$ cat src/rtl/hsk_sync_rx.sv
// Receiver for a 4-phase self-timed upstream: it synchronizes SENDIN, acks on FIFO space and queues DATAIN.
// Optional backpressure stall counter is enabled by defining HSK_SYNC_RX_STALL_CNT_EN.
module hsk_sync_rx #(
  parameter int DATA_W      = 8,
  parameter int SYNC_STAGES = 2,
  parameter int DEPTH       = 2
) (
  input  logic              CLK,
  input  logic              RESET,
  input  logic              SENDIN,
  input  logic [DATA_W-1:0] DATAIN,
  output logic              ACKOUT,
  output logic              OUTVALID,
  input  logic              OUTREADY,
  output logic [DATA_W-1:0] DATAOUT,
  output logic [15:0]       STALLCNT
);

  localparam int AW = (DEPTH > 1) ? $clog2(DEPTH) : 1;

  typedef enum logic {IDLE, ACKD} st_t;

  st_t                          st;
  logic [SYNC_STAGES-1:0]       sync_pipe;
  logic                         req_s;
  logic [DEPTH-1:0][DATA_W-1:0] mem;
  logic [AW:0]                  wr_ptr, rd_ptr;
  logic                         full, push, pop;

  // SENDIN is asynchronous and only ever enters this chain.
  always_ff @(posedge CLK) begin
    if (RESET) sync_pipe <= '0;
    else       sync_pipe <= {sync_pipe[SYNC_STAGES-2:0], SENDIN};
  end
  assign req_s = sync_pipe[SYNC_STAGES-1];

  // Extra pointer MSB tells full from empty when the index bits match.
  assign full     = (wr_ptr[AW] != rd_ptr[AW]) && (wr_ptr[AW-1:0] == rd_ptr[AW-1:0]);
  assign OUTVALID = (wr_ptr != rd_ptr);
  assign DATAOUT  = mem[rd_ptr[AW-1:0]];
  assign push     = (st == IDLE) && req_s && !full;
  assign pop      = OUTVALID && OUTREADY;

  always_ff @(posedge CLK) begin
    if (RESET) begin
      st     <= IDLE;
      ACKOUT <= 1'b0;
    end else begin
      case (st)
        IDLE: if (req_s && !full) begin
          st     <= ACKD;
          ACKOUT <= 1'b1;
        end
        ACKD: if (!req_s) begin
          st     <= IDLE;
          ACKOUT <= 1'b0;
        end
        default: begin
          st     <= IDLE;
          ACKOUT <= 1'b0;
        end
      endcase
    end
  end

  always_ff @(posedge CLK) begin
    if (RESET) begin
      wr_ptr <= '0;
      rd_ptr <= '0;
    end else begin
      if (push) wr_ptr <= wr_ptr + 1'b1;
      if (pop)  rd_ptr <= rd_ptr + 1'b1;
    end
  end

  always_ff @(posedge CLK) begin
    if (push) mem[wr_ptr[AW-1:0]] <= DATAIN;
  end

`ifdef HSK_SYNC_RX_STALL_CNT_EN
  logic [15:0] stall_q;
  always_ff @(posedge CLK) begin
    if (RESET)
      stall_q <= '0;
    else if ((st == IDLE) && req_s && full && (stall_q != 16'hFFFF))
      stall_q <= stall_q + 16'd1;
  end
  assign STALLCNT = stall_q;
`else
  assign STALLCNT = '0;
`endif

endmodule

$ cat config.mk
export PLATFORM = sky130hd
export DESIGN_NAME = hsk_sync_rx
export DESIGN_NICKNAME = d
export VERILOG_FILES = /design/src/rtl/hsk_sync_rx.sv
export SDC_FILE = /design/constraint.sdc
export NUM_CORES = 1
export LEC_CHECK = 0
export BUFFER_PORTS_ARGS = -buffer_cell sky130_fd_sc_hd__clkbuf_2
export CORE_MARGIN = 1
export CORE_UTILIZATION = 51
export CTS_BUF_LIST = sky130_fd_sc_hd__clkbuf_16
export DETAILED_ROUTE_END_ITERATION = 12
export PLACE_DENSITY = 0.82
export SYNTH_ARGS = -nofsm -noshare
export SYNTH_HDL_FRONTEND = slang
export SYNTH_SLANG_ARGS = --single-unit
export TNS_END_PERCENT = 100
$ cat constraint.sdc
create_clock -name CLK -period 2.9 [get_ports CLK]
set_input_delay 0.29 -clock CLK [delete_from_list [all_inputs] [get_ports CLK]]
set_output_delay 0.29 -clock CLK [all_outputs]
set_load 0.02 [all_outputs]
=== Yosys cells after proc, flatten, opt, wreduce, memory -nomap -nowiden ===
Cells that the tools add are included.

* Flip-flop bits (word level): 24
* Output and inout bits: 26
* Word-level logic and storage cells: 37

* Add/sub/neg operators: 2
* $lt $le $gt $ge: 3
* Equality and inequality tests: 5
* Mux-type cells: 11
* Bitwise gates (word level): 1
* Reduce and logical (&&, ||, !) cells: 8

{| class="wikitable"
|+ Operators by type and width
! cell !! number
|-
| 8-bit 2-to-1 mux || 3
|-
| 16-bit bitwise mux || 1
|-
| 8-bit demux with 1-bit select || 1
|-
| 1-bit logical AND || 6
|-
| 2-bit by 1-bit adder with 2-bit output (second input constant) || 2
|-
| 1-bit by 2-bit less-than comparator with 1-bit output (second input constant) || 2
|-
| 1-bit 2-to-1 mux || 4
|-
| 1-bit case mux with 2 select lines || 2
|-
| 2-bit by 1-bit != test with 1-bit output (second input constant) || 1
|-
| 2-bit != test || 1
|-
| 2-bit != test (second input constant) || 1
|-
| 2-bit AND reduction || 1
|-
| 1-bit == test || 1
|-
| 1-bit greater-or-equal comparator (second input constant) || 1
|-
| 1-bit zero test || 1
|-
| 1-bit != test || 1
|-
| 1-bit inverter || 1
|}

=== Longest topological paths before layout ===
Gate-level depths: netlist (run 1).

* Word-level depth: 6
* Gate-level depth with buffers: 3

=== Worst setup path after synthesis (run 1) ===
OpenSTA, ideal clock, no wires.

* Path type: register -> register
* From: register rd_ptr[1]
* To: register wr_ptr[1]
* Setup time: 0.121 ns
* Arrival: 1.432 ns
* Data required time: 2.779 ns
* Path slack: 1.347 ns
* Stages on the path, launching flop included: 4
* Path buffers: 0
* Path through: dfxtp_1 -> xor2_1 -> a211oi_2 -> mux2_2

* Cells in the longest elaborated chain, start to end: 4

{| class="wikitable"
|+ Ends and longest elaborated chain
! item !! RTL line !! text
|-
| start: declaration || 27 || <nowiki>logic [AW:0] wr_ptr, rd_ptr;</nowiki>
|-
| start signal: assignment || 72 || <nowiki>if (pop) rd_ptr <= rd_ptr + 1'b1;</nowiki>
|-
| 1-bit != test || 38 || <nowiki>assign full = (wr_ptr[AW] != rd_ptr[AW]) && (wr_ptr[AW-1:0] == rd_ptr[AW-1:0]);</nowiki>
|-
| 1-bit logical AND || 38 ||
|-
| 1-bit zero test || 41 || <nowiki>assign push = (st == IDLE) && req_s && !full;</nowiki>
|-
| 1-bit logical AND || 41 ||
|-
| end signal: assignment || 71 || <nowiki>if (push) wr_ptr <= wr_ptr + 1'b1;</nowiki>
|-
| end: declaration || 27 ||
|}

Every way passes these cells.
A chain may end at the register's enable or synchronous reset.

=== Final worst setup path (run 1) ===
* From: register rd_ptr[0]
* To: register mem[1] in the netlist's numbering, enable pin

* Cells in the longest elaborated chain, start to end: 4

{| class="wikitable"
|+ Ends and longest elaborated chain
! item !! RTL line !! text
|-
| 1-bit == test || 38 ||
|-
| 1-bit logical AND || 38 ||
|-
| 1-bit zero test || 41 ||
|-
| 1-bit logical AND || 41 ||
|-
| end signal: indexed assignment || 77 || <nowiki>if (push) mem[wr_ptr[AW-1:0]] <= DATAIN;</nowiki>
|-
| end: declaration || 26 || <nowiki>logic [DEPTH-1:0][DATA_W-1:0] mem;</nowiki>
|}

Every way passes these cells.

==> results of run 1 <==
==> metal layers <==
layer	track usage [%]	wire length, um
met1	19.2	657
met2	28.9	877
met3	2.26	81
met4	8.33	29
met5	0	0
==> per-stage QoR <==
stage          total power, W  setup slack (ns)  util [%]  std cells  area [sq um]
2_1_floorplan        0.000497              1.35         -         97          1120
3_3_place_gp         0.000507             0.924      57.8        127          1130
3_5_place_dp         0.000512             0.814      57.8        127          1130
4_1_cts              0.000856             0.755      62.9        131          1230
5_1_grt              0.000882             0.646      62.9        131          1230
6_report             0.000851             0.803      62.9        131          1230
==> cell usage after synthesis (all sizes together) <==
library cell / instances / share of area [%]
nand4: 1 / 0.59
dfxtp: 8 / 15
mux2: 11 / 12
xnor2: 2 / 1.6
nor2b: 4 / 2.3
nand2: 2 / 0.70
conb: 1 / 0.35
buf: 17 / 12
a211oi: 1 / 1.2
o21ai: 1 / 0.47
inv: 3 / 1.1
nor2: 6 / 2.1
edfxtp: 16 / 45
mux2i: 1 / 0.94
clkbuf: 1 / 0.35
a21boi: 1 / 0.70
xor2: 1 / 0.82
nand2b: 1 / 0.59
a311oi: 1 / 0.82
a21o: 1 / 0.82
a21oi: 2 / 0.94
==> cell type report <==
class	instances	area (sq um)	area share (%)
sequential	24	641	51.9
multi-input combinational	52	344	27.9
timing repair buffer	21	105	8.51
clock buffer	4	100	8.11
tap	27	33.8	2.74
inverter	3	11.3	0.912
==> power by group <==
part / leakage, nW / internal (W) / total, W / switching [W]
Clock: 0.0493 / 0.000239 / 0.000344 / 0.000105
Sequential: 0.211 / 0.000377 / 0.000393 / 0.0000155
Combinational: 0.253 / 0.0000430 / 0.000115 / 0.0000719
Total: 0.513 / 0.000659 / 0.000851 / 0.000192
==> kinds of logic (layout without fill, tap and decap cells) <==
| kind of cell | after synthesis | count (layout) |
|---|---|---|
| multiplexers | 12 | 12 |
| XOR/XNOR | 3 | 3 |
| flip-flops | 24 | 24 |
| other | 1 | 16 |
| buffers and inverters | 21 | 28 |
| AND/OR/NAND/NOR | 14 | 14 |
| AO/OA/AOI/OAI | 7 | 7 |
==> registers in the layout (all words and copies together), names as in the netlist <==
| register | count |
|---|---|
| st | 1 |
| sync_pipe | 2 |
| wr_ptr | 2 |
| ACKOUT | 1 |
| rd_ptr | 2 |
| mem | 16 |
==> worst max-delay path: stages (launching register included) <==
cell and delay (ns):
dfxtp_1 0.69, xnor2_1 0.24, a21o_2 0.27, nor2_1 0.52
==> cell usage in the layout (no fill, tap or decap), types with 2 or more instances in the layout <==
cell type   n
clkbuf_16   4
clkbuf_2   21
nor2_1      6
mux2_2     10
nor2b_1     4
inv_1       3
edfxtp_1   16
xnor2_1     2
conb_1     16
a21oi_1     2
dfxtp_1     8
nand2_1     2
==> how the worst max path moves through the flow <==
stage | start | end | slack [ns] | cells after the start
2_1_floorplan | rd_ptr[1] | wr_ptr[1] | 1.35 | 3
3_3_place_gp | rd_ptr[0] | mem[5] | 0.92 | 3
3_5_place_dp | rd_ptr[0] | mem[5] | 0.81 | 3
4_1_cts | rd_ptr[0] | mem[1] | 0.76 | 3
5_1_grt | rd_ptr[0] | mem[1] | 0.65 | 3
6_report | rd_ptr[0] | mem[1] | 0.80 | 3
==> results.py, run 1 <==
metrics = {
    "synthesis": {
        "ys_warn_count": 0,
        "synth_compound_area_share_pct": 4.92,
        "netlist_instances": 82,
        "synth_mux_area_share_pct": 12.9,
        "synth-adder-area-share_pct": 0,
        "synth_xor_area_share_pct": 2.46,
        "syn_area_sq_um": 1070,
        "yosys.area_share.simple_pct": 6.32,
        "yosysUniqueCellTypes": 23,
        "seq_area_frac_synth_pct": 60.0,
        "avgSynthCellArea_sq_um": 13.0,
        "ys_ff_latch": 24,
        "synth_top_family_by_area": "buffers and inverters",
    },
    "placed_design": {
        "place.detailed.hpwl_um": 1130,
        "portBuffers": 21,
        "gp_congestion": 0.699,
    },
    "power": {
        "worst_ir_drop_vdd_v": 0.000407,
        "p_leak_nw": 0.513,
        "power.density_nw_per_um2": 689,
    },
    "cts": {
        "clkSinkCount": 24,
        "cts_max_level": 1,
        "cts_root_buf": "clkbuf_16",
        "cts_hold_buffers": 0,
        "cts_setup_buffers": 0,
        "cts.clk_slew.worst_paths_ns": 0.06,
        "numCtsBuffers": 3,
        "clockBufferDepth": 2,
        "clk_latency_ns": 0.25,
        "post_cts_resized": 0,
        "tritoncts": "built",
    },
    "critical_path": {
        "arrival_ns": 1.98,
        "worst_r2r_startpoint": "rd_ptr[0]",
        "critical_path.max_fanout": 14,
        "r2r_end": "mem[1]",
        "crit_type": "reg -> reg",
        "reg2regPathDepth": 3,
        "endpoint_kind": "register",
        "critPathLaunchType": "register",
        "required_ns": 2.78,
        "r2r_setup_slack_ns": 0.80,
    },
    "grt": {
        "grt_pass1_vias": 566,
        "overflow": 0,
        "grt_start_max_net_pins": 15,
        "grt_pass1_wl_um": 2500,
        "grt_usage_pct": 16.3,
        "antenna_found_initial": 0,
    },
    "floorplanning": {
        "coreArea_sq_um": 1960,
        "die_area_sq_um": 2280,
        "start_util_pct": 54.5,
        "core.rowCount": 16,
        "fp.dieW_um": 47.8,
        "io_pins": 38,
        "die_y_um": 47.8,
    },
    "routing": {
        "routed_via_density": 4.65,
        "dr.pass1.iters": 3,
        "drc": 0,
        "routed_wl_um": 1640,
        "ant_nets": 0,
        "drt-initial-drc-count": 8,
        "num_vias": 609,
        "wl_per_cell_um": 12.5,
    },
    "status": {
        "outcome": "completed",
    },
    "cells_and_area": {
        "drive_gt1_share_pct": 36.5,
        "fin_nets": 117,
        "n_fill_cell": 170,
        "n_antenna_cell": 0,
        "area_delta_synth_final_pct": 15.6,
    },
    "sta": {
        "fmax_mhz": 477,
        "slew_violations": 0,
        "setup_viol": 0,
        "post-route-period-util_pct": 72.3,
        "worstMarginPinSlew_ns": 0.763,
        "skew_ns": 0.00474,
        "layout_min_cycle_time_ns": 2.10,
        "rsz0062_at_grt": "no",
        "fin_hold_ws_ns": 0.229,
        "hold_viol": 0,
        "max_slew_margin_pct": 49.0,
        "fin_setup_tns_ns": 0,
    },
    "flow_run": {
        "drv_cap": 0,
    },
    "hold_path": {
        "holdCritPathClass": "in -> reg",
        "hp-start": "DATAIN[2]",
        "whs_endpoint": "mem[10]",
        "hold_path_depth": 1,
    },
}
Power figures use the tool's default switching activity.
==> inputs of run 2 (changes only) <==
Settings changed: CORE_UTILIZATION 51 to 43, PLACE_DENSITY 0.82 to 0.73.
Clock period 2.9 ns to 1.9 ns, I/O delays scaled along.
==> results.py, run 2 (synthesized netlist as in run 1, its figures left out) <==
metrics = {
    "power": {
        "p_leak_nw": 0.519,
        "worst_ir_drop_vdd_v": 0.000568,
        "power.density_nw_per_um2": 976,
    },
    "critical_path": {
        "crit_type": "reg -> out",
        "critical_path.max_fanout": 8,
        "crit_end": "DATAOUT[1]",
        "required_ns": 1.71,
        "endpoint_kind": "primary output",
        "startpoint": "rd_ptr[0]",
        "arrival_ns": 1.42,
        "r2r_end": "mem[3]",
        "r2r_setup_slack_ns": 0.49,
        "critPathLaunchType": "register",
        "worst_r2r_startpoint": "rd_ptr[0]",
        "reg2regPathDepth": 4,
    },
    "floorplanning": {
        "io_pins": 38,
        "core.rowCount": 17,
        "start_util_pct": 46.9,
        "coreArea_sq_um": 2280,
        "die_area_sq_um": 2690,
        "die_y_um": 51.9,
        "fp.dieW_um": 51.9,
    },
    "cts": {
        "clockBufferDepth": 2,
        "cts_root_buf": "clkbuf_16",
        "cts_setup_buffers": 0,
        "clk_latency_ns": 0.25,
        "cts.clk_slew.worst_paths_ns": 0.06,
        "cts_max_level": 1,
        "numCtsBuffers": 3,
        "clkSinkCount": 24,
        "cts_hold_buffers": 0,
        "post_cts_resized": 0,
        "tritoncts": "built",
    },
    "cells_and_area": {
        "drive_gt1_share_pct": 37.4,
        "postLayoutCoreUtil_pct": 54.4,
        "area_delta_synth_final_pct": 15.8,
        "largest_reg_flops": 16,
        "final_common_cell": "clkbuf_2",
        "n_antenna_cell": 0,
        "fin_nets": 120,
        "final_cell_mix": "clkbuf_2, conb_1, edfxtp_1",
        "n_fill_cell": 199,
    },
    "placed_design": {
        "gp_congestion": 0.759,
        "place.detailed.hpwl_um": 1170,
        "dp_slack_ns": 0.490,
        "portBuffers": 21,
    },
    "grt": {
        "grt_usage_pct": 12.0,
        "grt_pass1_wl_um": 2300,
        "antenna_found_initial": 0,
        "grt_start_max_net_pins": 14,
        "grt_pass1_vias": 529,
        "overflow": 0,
    },
    "routing": {
        "routed_wl_um": 1490,
        "drt-initial-drc-count": 12,
        "dr.pass1.iters": 4,
        "drc": 0,
        "wl_per_cell_um": 11.0,
        "ant_nets": 0,
        "routed_via_density": 4.49,
        "num_vias": 606,
    },
    "sta": {
        "fmax_mhz": 620,
        "hold_viol": 0,
        "post-route-period-util_pct": 84.8,
        "layout_min_cycle_time_ns": 1.61,
        "setup_ws_ns": 0.288,
        "rsz0062_at_grt": "no",
        "slew_violations": 0,
        "setup_viol": 0,
        "fin_setup_tns_ns": 0,
        "skew_ns": 0.00457,
    },
    "status": {
        "outcome": "completed",
    },
    "hold_path": {
        "holdCritPathClass": "in -> reg",
        "hp-start": "DATAIN[7]",
    },
    "flow_run": {
        "drv_cap": 0,
    },
}
## run 2: cell types whose count changed in the layout (fill, tap and decap cells not counted), sizes merged
cell    previous run  this run
buf                0         3
clkbuf            25        24
clkinv             0         1
## run 2: through the flow
step,instance area (sq um),hold slack (ns),instances,power [W]
2_1_floorplan,1120,0.289,97,0.000758
3_3_place_gp,1160,0.387,131,0.000783
3_5_place_dp,1160,0.387,131,0.000787
4_1_cts,1240,0.128,135,0.00122
5_1_grt,1240,0.121,135,0.00126
6_report,1240,0.130,135,0.00121
## run 2: where the power goes
part	switching (W)	leakage, nW	internal (W)
clock	0.000153	0.0385	0.000280
sequential	0.0000141	0.211	0.000575
combinational	0.000114	0.269	0.0000712
## run 2: layout make-up
type / instances / area, sq um / share of cell area (%)
Tap cell: 28 / 35.0 / 2.83
Clock inverter: 1 / 3.75 / 0.303
Multi-Input combinational cell: 52 / 344 / 27.8
Timing Repair Buffer: 24 / 128 / 10.3
Clock buffer: 3 / 75.1 / 6.07
Sequential cell: 24 / 641 / 51.8
Inverter: 3 / 11.3 / 0.910
## run 2: worst min-delay path by stage
| stage | endpoint | slack [ns] | cells past startpoint |
|---|---|---|---|
| global placement | mem[15] | 0.39 | 1 |
| detailed placement | mem[15] | 0.39 | 1 |
| global route | mem[7] | 0.12 | 1 |
| CTS | mem[15] | 0.13 | 1 |
| floorplan | mem[0] | 0.29 | 0 |
| finish | mem[15] | 0.13 | 1 |
## run 2: layer usage
layer  vias to the layer above  wire (um)  part of all wire, %  track usage (%)
met5                         -          0                    0                0
met4                         0          9                 0.61             5.41
met3                         2         75                  5.1             3.80
met2                        17        804                   54             22.0
met1                       286        596                   40             12.3
li1                        301          -                    -                -
## run 2: critical path, stage by stage (launching register included)
cell      delay [ns]
dfxtp_1         0.45
buf_4           0.22
mux2_2          0.35
clkbuf_2        0.16
==> inputs of run 3 (changes only) <==
Clock period 1.9 ns to 1.3 ns, I/O delays scaled along.
==> results.py, run 3 (synthesized netlist as in run 1, its figures left out) <==
metrics = {
    "floorplanning": {
        "fp.dieW_um": 51.9,
        "core.rowCount": 17,
        "die_y_um": 51.9,
        "coreArea_sq_um": 2280,
        "io_pins": 38,
        "start_util_pct": 46.9,
        "die_area_sq_um": 2690,
    },
    "cts": {
        "clkSinkCount": 24,
        "clockBufferDepth": 2,
        "clk_latency_ns": 0.25,
        "numCtsBuffers": 3,
        "cts_root_buf": "clkbuf_16",
        "tritoncts": "built",
        "cts_max_level": 1,
        "cts.clk_slew.worst_paths_ns": 0.06,
    },
    "grt": {
        "antenna_found_initial": 0,
        "grt_start_max_net_pins": 14,
        "grt_usage_pct": 15.4,
        "grt_pass1_wl_um": 2840,
        "grt_pass1_vias": 637,
        "overflow": 0,
    },
    "sta": {
        "setup_ws_ns": -0.0525,
        "skew_ns": 0.00220,
        "hold_viol": 0,
        "rsz0062_at_grt": "yes",
        "fmax_mhz": 739,
        "setup_viol": 23,
        "layout_min_cycle_time_ns": 1.35,
        "fin_setup_tns_ns": -0.680,
        "slew_violations": 0,
        "post-route-period-util_pct": 104,
    },
    "placed_design": {
        "portBuffers": 21,
        "dp_slack_ns": -0.0409,
        "gp_congestion": 0.728,
        "place.detailed.hpwl_um": 1270,
    },
    "critical_path": {
        "endpoint_kind": "primary output",
        "r2r_setup_slack_ns": -0.03,
        "worst_r2r_startpoint": "rd_ptr[1]",
        "startpoint": "rd_ptr[0]",
        "r2r_end": "mem[3]",
        "critical_path.max_fanout": 5,
        "crit_type": "reg -> out",
        "critPathLaunchType": "register",
        "required_ns": 1.17,
        "arrival_ns": 1.22,
        "crit_end": "DATAOUT[5]",
        "reg2regPathDepth": 3,
    },
    "power": {
        "power.share.clock_pct": 32.8,
        "p_int_w": 0.00149,
        "switching_power_w": 0.000473,
        "p_comb_share_pct": 23.2,
        "worst_ir_drop_vdd_v": 0.000842,
        "swShare_pct": 24.1,
        "seq_power_share_pct": 44.1,
        "p_leak_nw": 0.647,
        "power.density_nw_per_um2": 1280,
    },
    "cells_and_area": {
        "area_delta_synth_final_pct": 43.0,
        "n_antenna_cell": 0,
        "postLayoutCoreUtil_pct": 67.1,
        "final_cell_mix": "conb_1, edfxtp_1, clkbuf_2",
        "drive_gt1_share_pct": 50.0,
        "largest_reg_flops": 16,
        "fin_nets": 131,
    },
    "status": {
        "outcome": "finished, violations left",
        "failed_checks": "negative setup slack",
    },
    "routing": {
        "dr.pass1.iters": 2,
        "drc": 0,
        "routed_wl_um": 1860,
        "drt-initial-drc-count": 1,
        "ant_nets": 0,
        "routed_via_density": 4.51,
        "num_vias": 659,
        "wl_per_cell_um": 12.8,
    },
    "flow_run": {
        "drv_cap": 0,
    },
    "hold_path": {
        "holdCritPathClass": "in -> reg",
    },
}
-- run 3: worst min-delay path by stage --
stage | startpoint | to | slack [ns] | cells after the start
global route | DATAIN[4] | mem[12] | 0.07 | 1
detailed placement | DATAIN[2] | mem[10] | 0.33 | 1
floorplan | DATAIN[0] | mem[0] | 0.23 | 0
finish | DATAIN[2] | mem[2] | 0.07 | 1
CTS | DATAIN[2] | mem[2] | 0.07 | 1
global placement | DATAIN[5] | mem[13] | 0.32 | 1
-- run 3: per-stage QoR --
| step | hold slack [ns] | power, W | area [sq um] | instances |
|---|---|---|---|---|
| finish | 0.0693 | 0.00196 | 1530 | 146 |
| global route | 0.0680 | 0.00204 | 1530 | 146 |
| CTS | 0.0672 | 0.00193 | 1460 | 146 |
| detailed placement | 0.326 | 0.00119 | 1240 | 138 |
| global placement | 0.324 | 0.00119 | 1240 | 138 |
| floorplan | 0.229 | 0.00112 | 1150 | 97 |
-- run 3: critical path: stages (launching register included) --
cell and delay, ns:
dfxtp_4 0.39, buf_8 0.14, mux2_4 0.31, buf_8 0.13
-- run 3: power groups by stage --
stage | clock network [W] | registers, W | logic, W
final | 0.000643 | 0.000864 | 0.000455
after global routing | 0.000688 | 0.000867 | 0.000484
after CTS | 0.000654 | 0.000861 | 0.000420
after detailed placement | 0 | 0.000871 | 0.000323
after global placement | 0 | 0.000870 | 0.000315
after floorplan | 0 | 0.000878 | 0.000239
-- run 3: final cells by class --
cell class	count	area [sq um]
timing repair buffer	35	313
clock inverter	1	3.75
tap	28	35.0
fill	184	748
multi-input combinational	52	437
inverter	3	11.3
sequential	24	653
clock buffer	3	75.1
-- run 3: routing by layer --
| layer | vias up | share of wire (%) | GRT usage (%) |
|---|---|---|---|
| li1 | 326 | - | - |
| met1 | 308 | 40 | 17.0 |
| met2 | 21 | 55 | 27.6 |
| met3 | 4 | 3.1 | 2.63 |
| met4 | 0 | 1.8 | 8.11 |
| met5 | - | 0 | 0 |
-- run 3: repair_timing --
item | in CTS | in global routing
pin swaps | 0 | 1
setup endpoints to repair | 18 | 27
buffers inserted | 3 | 1
gates cloned | 1 | 0
hold buffers | 0 | 0
gates resized for setup | 29 | 21
